### config.mk
export PLATFORM = sky130hd
export DESIGN_NAME = dma_controller
export DESIGN_NICKNAME = d
export VERILOG_FILES = /design/src/rtl/dma_controller_pkg.sv /design/src/rtl/dma_word_timer.sv /design/src/rtl/dma_controller.sv
export SDC_FILE = /design/constraint.sdc
export NUM_CORES = 1
export LEC_CHECK = 0
export ABC_AREA = 0
export ABC_CLOCK_PERIOD_IN_PS = 4200
export BUFFER_PORTS_ARGS = -buffer_cell sky130_fd_sc_hd__buf_4
export CAP_MARGIN = 20
export CORE_MARGIN = 2
export CORE_UTILIZATION = 25
export DETAILED_ROUTE_END_ITERATION = 8
export GPL_ROUTABILITY_DRIVEN = 0
export GPL_TIMING_DRIVEN = 0
export MAX_ROUTING_LAYER = met4
export PLACE_DENSITY = 0.46
export SYNTH_ARGS = -nofsm -noshare
export SYNTH_HDL_FRONTEND = slang
export SYNTH_HIERARCHICAL = 1
export SYNTH_SLANG_ARGS = --single-unit
### constraint.sdc
create_clock -name clk -period 4.2 [get_ports clk]
set_input_delay 0 -clock clk [delete_from_list [all_inputs] [get_ports clk]]
set_output_delay 0 -clock clk [all_outputs]
set_load 0.03 [all_outputs]
### src/rtl/dma_controller_pkg.sv
// Shared constants, state encodings and command payload for the DMA controller.
// Optional burst release is enabled by defining DMA_BURST_RELEASE_EN.
package dma_controller_pkg;

    localparam int unsigned WORD_SIZE     = 16;
    localparam int unsigned LEN_W         = 4;
    localparam int unsigned LEN_MAX       = 12;
    localparam int unsigned MEM_WR_CYCLES = 1;
    localparam int unsigned BURST         = 4;
    localparam int unsigned STATE_W       = 3;

    localparam logic [STATE_W-1:0] DMA_IDLE = 3'd0;
    localparam logic [STATE_W-1:0] DMA_REQ  = 3'd1;
    localparam logic [STATE_W-1:0] DMA_XFER = 3'd2;
    localparam logic [STATE_W-1:0] DMA_DONE = 3'd3;
    localparam logic [STATE_W-1:0] DMA_GAP  = 3'd4;

    typedef struct packed {
        logic [WORD_SIZE-1:0] base;
        logic [LEN_W-1:0]     len;
    } dma_cmd_t;

    // Lengths beyond the device buffer depth are clamped
    function automatic logic [LEN_W-1:0] clamp_len(input logic [LEN_W-1:0] len);
        if (len > LEN_W'(LEN_MAX)) begin
            return LEN_W'(LEN_MAX);
        end
        return len;
    endfunction

endpackage

### src/rtl/dma_word_timer.sv
// Counts memory write cycles for one word; restart drops any partial count.
module dma_word_timer
    import dma_controller_pkg::*;
#(
    parameter int unsigned CYCLES = MEM_WR_CYCLES
) (
    input  logic clk,
    input  logic reset_n,
    input  logic en,
    input  logic restart,
    output logic word_done_c
);

    localparam int unsigned CNT_W = (CYCLES > 1) ? $clog2(CYCLES) : 1;
    localparam logic [CNT_W-1:0] LAST = CNT_W'(CYCLES - 1);

    logic [CNT_W-1:0] cnt_q, cnt_d;

    always_comb begin
        cnt_d = cnt_q;
        if (restart) begin
            cnt_d = '0;
        end else if (en) begin
            cnt_d = (cnt_q == LAST) ? '0 : cnt_q + CNT_W'(1);
        end
    end

    assign word_done_c = en && !restart && (cnt_q == LAST);

    always_ff @(posedge clk or negedge reset_n) begin
        if (!reset_n) begin
            cnt_q <= '0;
        end else begin
            cnt_q <= cnt_d;
        end
    end

endmodule

### src/rtl/dma_controller.sv
// Device-to-memory block DMA with BR/BG bus handshake and a one-cycle done pulse.
// Define DMA_BURST_RELEASE_EN to release the bus for a GAP after every BURST words.
module dma_controller
    import dma_controller_pkg::*;
(
    input  logic        clk,
    input  logic        reset_n,
    input  logic        cmd,
    input  logic [15:0] cmd_addr,
    input  logic [3:0]  cmd_len,
    input  logic        BG,
    output logic        BR,
    output logic        use_bus,
    output logic [3:0]  idx,
    output logic [15:0] mem_addr,
    output logic        mem_write,
    output logic        done
);

    logic [STATE_W-1:0]   state_q, state_d;
    dma_cmd_t             cmd_q, cmd_d;
    logic [LEN_W-1:0]     count_q, count_d;
    logic                 br_q, br_d;
    logic                 use_bus_q, use_bus_d;
    logic                 mem_write_q, mem_write_d;
    logic                 done_q, done_d;
    logic [LEN_W-1:0]     idx_q, idx_d;
    logic [WORD_SIZE-1:0] mem_addr_q, mem_addr_d;
    logic [LEN_W-1:0]     len_clamped;
    logic                 timer_en;
    logic                 word_done_c;
    logic                 last_word;

`ifdef DMA_BURST_RELEASE_EN
    localparam int unsigned BURST_W = (BURST > 1) ? $clog2(BURST) : 1;
    logic [BURST_W-1:0] burst_q, burst_d;
`endif

    assign len_clamped = clamp_len(cmd_len);
    assign last_word   = (count_q == cmd_q.len - LEN_W'(1));
    // A word only advances while the grant is held; losing BG restarts it
    assign timer_en    = (state_q == DMA_XFER) && BG;

    dma_word_timer #(
        .CYCLES (MEM_WR_CYCLES)
    ) u_word_timer (
        .clk         (clk),
        .reset_n     (reset_n),
        .en          (timer_en),
        .restart     (!timer_en),
        .word_done_c (word_done_c)
    );

    always_comb begin
        state_d = state_q;
        cmd_d   = cmd_q;
        count_d = count_q;
        done_d  = 1'b0;
`ifdef DMA_BURST_RELEASE_EN
        burst_d = burst_q;
`endif
        case (state_q)
            DMA_IDLE: begin
                if (cmd) begin
                    cmd_d.base = cmd_addr;
                    cmd_d.len  = len_clamped;
                    count_d    = '0;
`ifdef DMA_BURST_RELEASE_EN
                    burst_d    = '0;
`endif
                    state_d    = (len_clamped == '0) ? DMA_DONE : DMA_REQ;
                end
            end
            DMA_REQ: begin
                if (BG) begin
                    state_d = DMA_XFER;
                end
            end
            DMA_XFER: begin
                if (!BG) begin
                    state_d = DMA_REQ;
                end else if (word_done_c) begin
                    if (last_word) begin
                        state_d = DMA_DONE;
                    end else begin
                        count_d = count_q + LEN_W'(1);
`ifdef DMA_BURST_RELEASE_EN
                        if (burst_q == BURST_W'(BURST - 1)) begin
                            burst_d = '0;
                            state_d = DMA_GAP;
                        end else begin
                            burst_d = burst_q + BURST_W'(1);
                        end
`endif
                    end
                end
            end
            DMA_DONE: begin
                if (!BG) begin
                    state_d = DMA_IDLE;
                    done_d  = 1'b1;
                end
            end
`ifdef DMA_BURST_RELEASE_EN
            DMA_GAP: begin
                if (!BG) begin
                    state_d = DMA_REQ;
                end
            end
`endif
            default: begin
                state_d = DMA_IDLE;
            end
        endcase

        // Outputs are decoded from the next state so they are plain flops
        br_d        = (state_d == DMA_REQ) || (state_d == DMA_XFER);
        use_bus_d   = (state_d == DMA_XFER);
        mem_write_d = (state_d == DMA_XFER);
        idx_d       = use_bus_d ? count_d : '0;
        mem_addr_d  = use_bus_d ? cmd_d.base + WORD_SIZE'(count_d) : '0;
    end

    always_ff @(posedge clk or negedge reset_n) begin
        if (!reset_n) begin
            state_q     <= DMA_IDLE;
            cmd_q       <= '0;
            count_q     <= '0;
            br_q        <= 1'b0;
            use_bus_q   <= 1'b0;
            mem_write_q <= 1'b0;
            done_q      <= 1'b0;
            idx_q       <= '0;
            mem_addr_q  <= '0;
        end else begin
            state_q     <= state_d;
            cmd_q       <= cmd_d;
            count_q     <= count_d;
            br_q        <= br_d;
            use_bus_q   <= use_bus_d;
            mem_write_q <= mem_write_d;
            done_q      <= done_d;
            idx_q       <= idx_d;
            mem_addr_q  <= mem_addr_d;
        end
    end

`ifdef DMA_BURST_RELEASE_EN
    always_ff @(posedge clk or negedge reset_n) begin
        if (!reset_n) begin
            burst_q <= '0;
        end else begin
            burst_q <= burst_d;
        end
    end
`endif

    assign BR        = br_q;
    assign use_bus   = use_bus_q;
    assign mem_write = mem_write_q;
    assign done      = done_q;
    assign idx       = idx_q;
    assign mem_addr  = mem_addr_q;

endmodule

======== Word-level counts from Yosys, hierarchy flattened ========
Cells that the tools add are included.
storage, ports and cells
  register bits after elaboration ......... 51
  bits of input ports ..................... 24
  output and inout bits ................... 24
  word-level logic and storage cells ...... 52
operators by class
  add/sub/neg operators ................... 4
  magnitude comparators ................... 1
  equal/unequal tests ..................... 6
  muxes and demuxes ....................... 24
  bitwise logic cells ..................... 1
  reduce and logical (&&, ||, !) cells .... 6
operators with widths
  operator             number
  $mux 20              2
  $mux 4               7
  $mux 3               6
  $add 16x4->16        1
  $mux 16              1
  $pmux 3 s4           1
  $eq 3x2->1 const B   3
  $pmux 4 s2           1
  $eq 3x1->1 const B   2
  $mux 1               5
  $add 4x1->4 const B  1
  $eq 4x4->1           1
  $gt 4x4->1 const B   1
  $logic_not 4->1      1
  $sub 4x1->4 const B  1
  $logic_not 3->1      1
  $logic_and 1x1->1    2
  $mux 2               1
  $reduce_and 2->1     1
  $add 1x1->1 const B  1
  $logic_or 1x1->1     1
  $not 1->1            1

======== Depth between registers and ports, before layout ========
  depth after elaboration ................. 9
  depth in mapped cells ................... 16
  mapped depth without buffers ............ 15

======== Modules after synthesis ========
Netlist, hierarchy kept.
by module, submodules not included
  module          instances  cells each  area an instance (um^2)  sequential area each (um^2)
  dma_controller  1          251         2,464.9                  1,251.2
  dma_word_timer  1          1           13.8                     0.0

======== Worst setup path after synthesis ========
No wires, ideal clock.
  path type ............................... flip-flop to flip-flop
  start ................................... register state_q[0]
  end ..................................... register mem_addr_q[6] (netlist: mem_addr[6])
  setup time .............................. 0.094 ns
  arrival time ............................ 3.305 ns
  required time ........................... 4.106 ns
  slack ................................... 0.801 ns
  cell stages (with the launch flop) ...... 17
  path buffers ............................ 1
  clock period less this slack ............ 3.399 ns
  cells stage by stage .................... dfrtp_1 -> buf_6 -> nor2_1 -> nand3_1 -> inv_1 -> nor2b_4 -> and4bb_2 -> nand2_1 -> a31oi_1 -> mux2i_1 -> ha_1 -> fa_1 -> a21o_1 -> a21oi_1 -> nor2_1 -> xnor2_1 -> a211oi_1
on the way
  word-level cells in the longest chain between the ends .. 8
  elaborated cells between the ends (all ways) .. 20
  those cells by class .................... 1 x add/sub; 4 x eq/ne; 12 x mux; 3 x reduce/logical
RTL lines
  item                    RTL line               source
  from (decl)             dma_controller.sv:20   logic [STATE_W-1:0] state_q, state_d;
  from (signal assigned)  dma_controller.sv:136  state_q <= state_d;
  $eq 3x2->1              dma_controller.sv:42   assign timer_en = (state_q == DMA_XFER) && BG;
  $logic_and 1x1->1       dma_controller.sv:42
  via timer_en            dma_controller.sv:30   logic timer_en;
  $logic_and 1x1->1       dma_word_timer.sv:28   assign word_done_c = en && !restart && (cnt_q == LAST);
  via word_done_c         dma_controller.sv:31   logic word_done_c;
  $mux 4                  dma_controller.sv:82   end else if (word_done_c) begin
  $mux 4                  dma_controller.sv:80   if (!BG) begin
  $pmux 4 s2              dma_controller.sv:62   case (state_q)
  via count_d[0]          dma_controller.sv:22   logic [LEN_W-1:0] count_q, count_d;
  $add 16x4->16           dma_controller.sv:121  mem_addr_d = use_bus_d ? cmd_d.base + WORD_SIZE'(count_d) : '0;
  $mux 16                 dma_controller.sv:121
  via mem_addr_d[6]       dma_controller.sv:28   logic [WORD_SIZE-1:0] mem_addr_q, mem_addr_d;
  to (signal assigned)    dma_controller.sv:144  mem_addr_q <= mem_addr_d;
  to (decl)               dma_controller.sv:28
The timed path passes the listed nets, and every way through them passes these cells.
A chain may end at the register's enable or synchronous reset.

======== Final worst setup path ========
Ends and elaborated chain as after synthesis.

==> impl_metrics.csv <==
group,metric,value,unit
placement,numPortBuffers,47,
route,drtAntennaViolNets,0,
route,drt-pass1-iter-count,4,
floorplan,rows,36,
clock_network,cts_buffer_depth,2,
yosys,synth-edff-count,0,
global_routing,grt_util_all_layers,12.0,%
global_routing,overflow,0,
pwr,power_leakage,1.58,nW
clock_network,cts_tree,"built",
yosys,synthArstFlopShare,100,%
sta,relSlewSlack,56.8,%
yosys,syn_nets,283,
floorplan,fp.dieH,104,um
global_routing,grt_start_max_net_pins,51,
yosys,synth-main-ff-cell,"dfrtp_1",
sta,setup_ws,402,ps
cells_and_area,drive_gt1_share,20.9,%
sta,skew,13.4,ps
global_routing,grt_pass1_wl,10.1,mm
pwr,power_density,356,nW/um^2
sta,max_freq,263,MHz
cells_and_area,multiInputGateArea,1120,um^2
route,routedWlPerCell,12.8,um
sta,fin_crit_sh,90.4,%
sta,hold_viol_final,0,
route,drt-total-wl,5.88,mm
route,vias,1924,
floorplan,io_pins,48,
route,drc,0,
cells_and_area,n_antenna_cell,0,
clock_network,postCtsSetupRepairBufs,0,
sta,setup_viol,0,
yosys,yosysWarnings,6,
cells_and_area,area_growth,32.8,%
min_path,holdCritPathClass,"in2reg",
yosys,synth.avg_cell_area,9.84,um^2
placement,dpl_cell_area,3000,um^2
sta,min_period,3800,ps
cells_and_area,final_cell_mix,"53 x nand2_1, 50 x dfrtp_1, 49 x buf_4",
clock_network,cts.clk_slew.worst_paths,100,ps
pwr,total_power,1.17,mW
sta,worst_pin_slew,649,ps
floorplan,start_util,25.6,%
route,via_per_inst,4.20,
yosys,ys_seq_area_share,50.5,%
worst_setup_path,crit_path_start_kind,"flip-flop",
global_routing,grt_pass1_vias,1992,
sta,grt_setup_unrepaired,"false",
clock_network,clock_latency,310,ps
cells_and_area,layout_commonest_cell,"nand2_1",
clock_network,htree_levels,2,
sta,drv_slew,0,
pwr,max-vdd-ir-drop,156,uV
worst_setup_path,cp-end-kind,"flip-flop",
route,drtIter0Drc,64,
sta,setup_tns,0,ps
cells_and_area,final-seq-area,1250,um^2
yosys,synth.distinct_cells,39,
cells_and_area,design_area,3290,um^2
worst_setup_path,critPathMaxFanout,9,
floorplan,core_area,9680,um^2
worst_setup_path,critPathArrivalTime,3990,ps
yosys,syn-cell-area,2480,um^2
flow_run,cap_viol_max_count,0,
placement,post-place-ws,130,ps
cells_and_area,nFillCells,1027,
run_status,status,"finished clean",
clock_network,clkSinkCount,50,
clock_network,root_buffer,"clkbuf_8",
floorplan,dieArea,10700,um^2
clock_network,cts_made_buffers,5,
yosys,ys_seq_elements,50,
global_routing,antenna_found_initial,0,
worst_setup_path,critPathRequiredTime,4390,ps
worst_setup_path,crit_type,"reg2reg",
floorplan,die_w,104,um
yosys,synth_cells,252,
cells_and_area,nNetsFinal,355,
placement,dpl.hpwl,4.07,mm
## worst paths after layout
path                             start           end  slack [ps]  cells after the start
setup / recovery            state_q[0]   mem_addr[6]         400                     16
hold / removal             cmd_addr[8]     cmd_q[12]           7                      3
setup reg to reg            state_q[0]   mem_addr[6]         400                     16
hold reg to reg               cmd_q[4]      cmd_q[4]         480                      2
max in group asynchronous      reset_n    state_q[0]        3510                      2
min in group asynchronous      reset_n  mem_addr[15]         240                      2
## per-layer routing
metal  GRT usage, %  up-vias  wire [um]
met5              -        -          0
met1           16.4      908       2990
met3           2.20        5        149
met4           3.19        0         61
li1               -      981          -
met2           18.6       30       2680
## logic make-up (layout without fill, tap and decap cells)
| family | count (synthesis) | after routing | synth area share [%] |
|---|---|---|---|
| XOR/XNOR | 19 | 19 | 6.71 |
| other | 1 | 1 | 0.151 |
| flip-flops | 50 | 50 | 50.5 |
| AO/OA/AOI/OAI | 25 | 25 | 6.66 |
| multiplexers | 10 | 10 | 4.09 |
| AND/OR/NAND/NOR | 119 | 119 | 23.6 |
| buffers and inverters | 21 | 94 | 4.44 |
| adder cells (fa/ha/maj) | 7 | 7 | 3.84 |
## final cells by class
class                   count  share of cell area, %
plain buffers              10                   2.09
clock buffers               6                   2.20
clock inverters             2                   1.14
inverters                  11                   1.25
multi-input cells         181                   34.1
flip-flops and latches     50                   38.0
well taps                 133                   5.06
repair buffers             65                   16.2
## metrics by stage
| stage | hold WS [ps] | util, % | cells |
|---|---|---|---|
| CTS | 3.24 | 34.0 | 458 |
| global placement | 81.8 | 31.0 | 432 |
| global route | 15.1 | 34.0 | 458 |
| finish | 7.36 | 34.0 | 458 |
| floorplan | -296 | - | 252 |
| detailed placement | 82.1 | 31.0 | 432 |
## Yosys cell counts, drive strengths merged (2+ instances only)
cell / number / area [um^2]
nor2: 20 / 75.1
o21ai: 4 / 20.0
o22ai: 2 / 12.5
nand3: 15 / 75.1
a21oi: 5 / 25.0
a21o: 2 / 15.0
and4: 3 / 26.3
o21a: 3 / 22.5
ha: 6 / 75.1
mux2i: 9 / 90.1
buf: 6 / 53.8
a211oi: 2 / 20.0
nand2: 53 / 199
xor2: 5 / 43.8
inv: 11 / 41.3
xnor2: 14 / 123
and3: 3 / 18.8
dfrtp: 50 / 1250
a31oi: 4 / 25.0
nor2b: 7 / 51.3
clkbuf: 4 / 15.0
a211o: 2 / 17.5
nor3: 11 / 55.1
## state kept, by name (all words and copies together) (netlist names)
name and cells:
BR 1, state_q 3, count_q 4, idx 4, mem_addr 16, mem_write 1
cmd_q 20, done 1
## report_power, final
group	total, mW	internal, mW	switching (mW)	leakage [nW]
Combinational	0.268	0.115	0.153	0.870
Clock	0.344	0.178	0.166	0.0514
Sequential	0.559	0.532	0.0275	0.659
Total	1.17	0.824	0.347	1.58
## worst max-delay path: stages (launching register included)
cell	delay, ps
dfrtp_1	380
buf_6	140
nor2_1	130
nand3_1	150
inv_1	90
nor2b_4	130
and4bb_2	260
nand2_1	60
a31oi_1	280
mux2i_1	210
ha_1	270
fa_1	410
a21o_1	210
a21oi_2	410
nor2_1	120
xnor2_1	140
a211oi_1	290
## timing repair
item	CTS	global route
hold endpoints to repair	67	0
hold buffers	18	0
gates resized for setup	0	1
endpoints found under the setup margin	0	4
(Power assumes the default switching activity.)
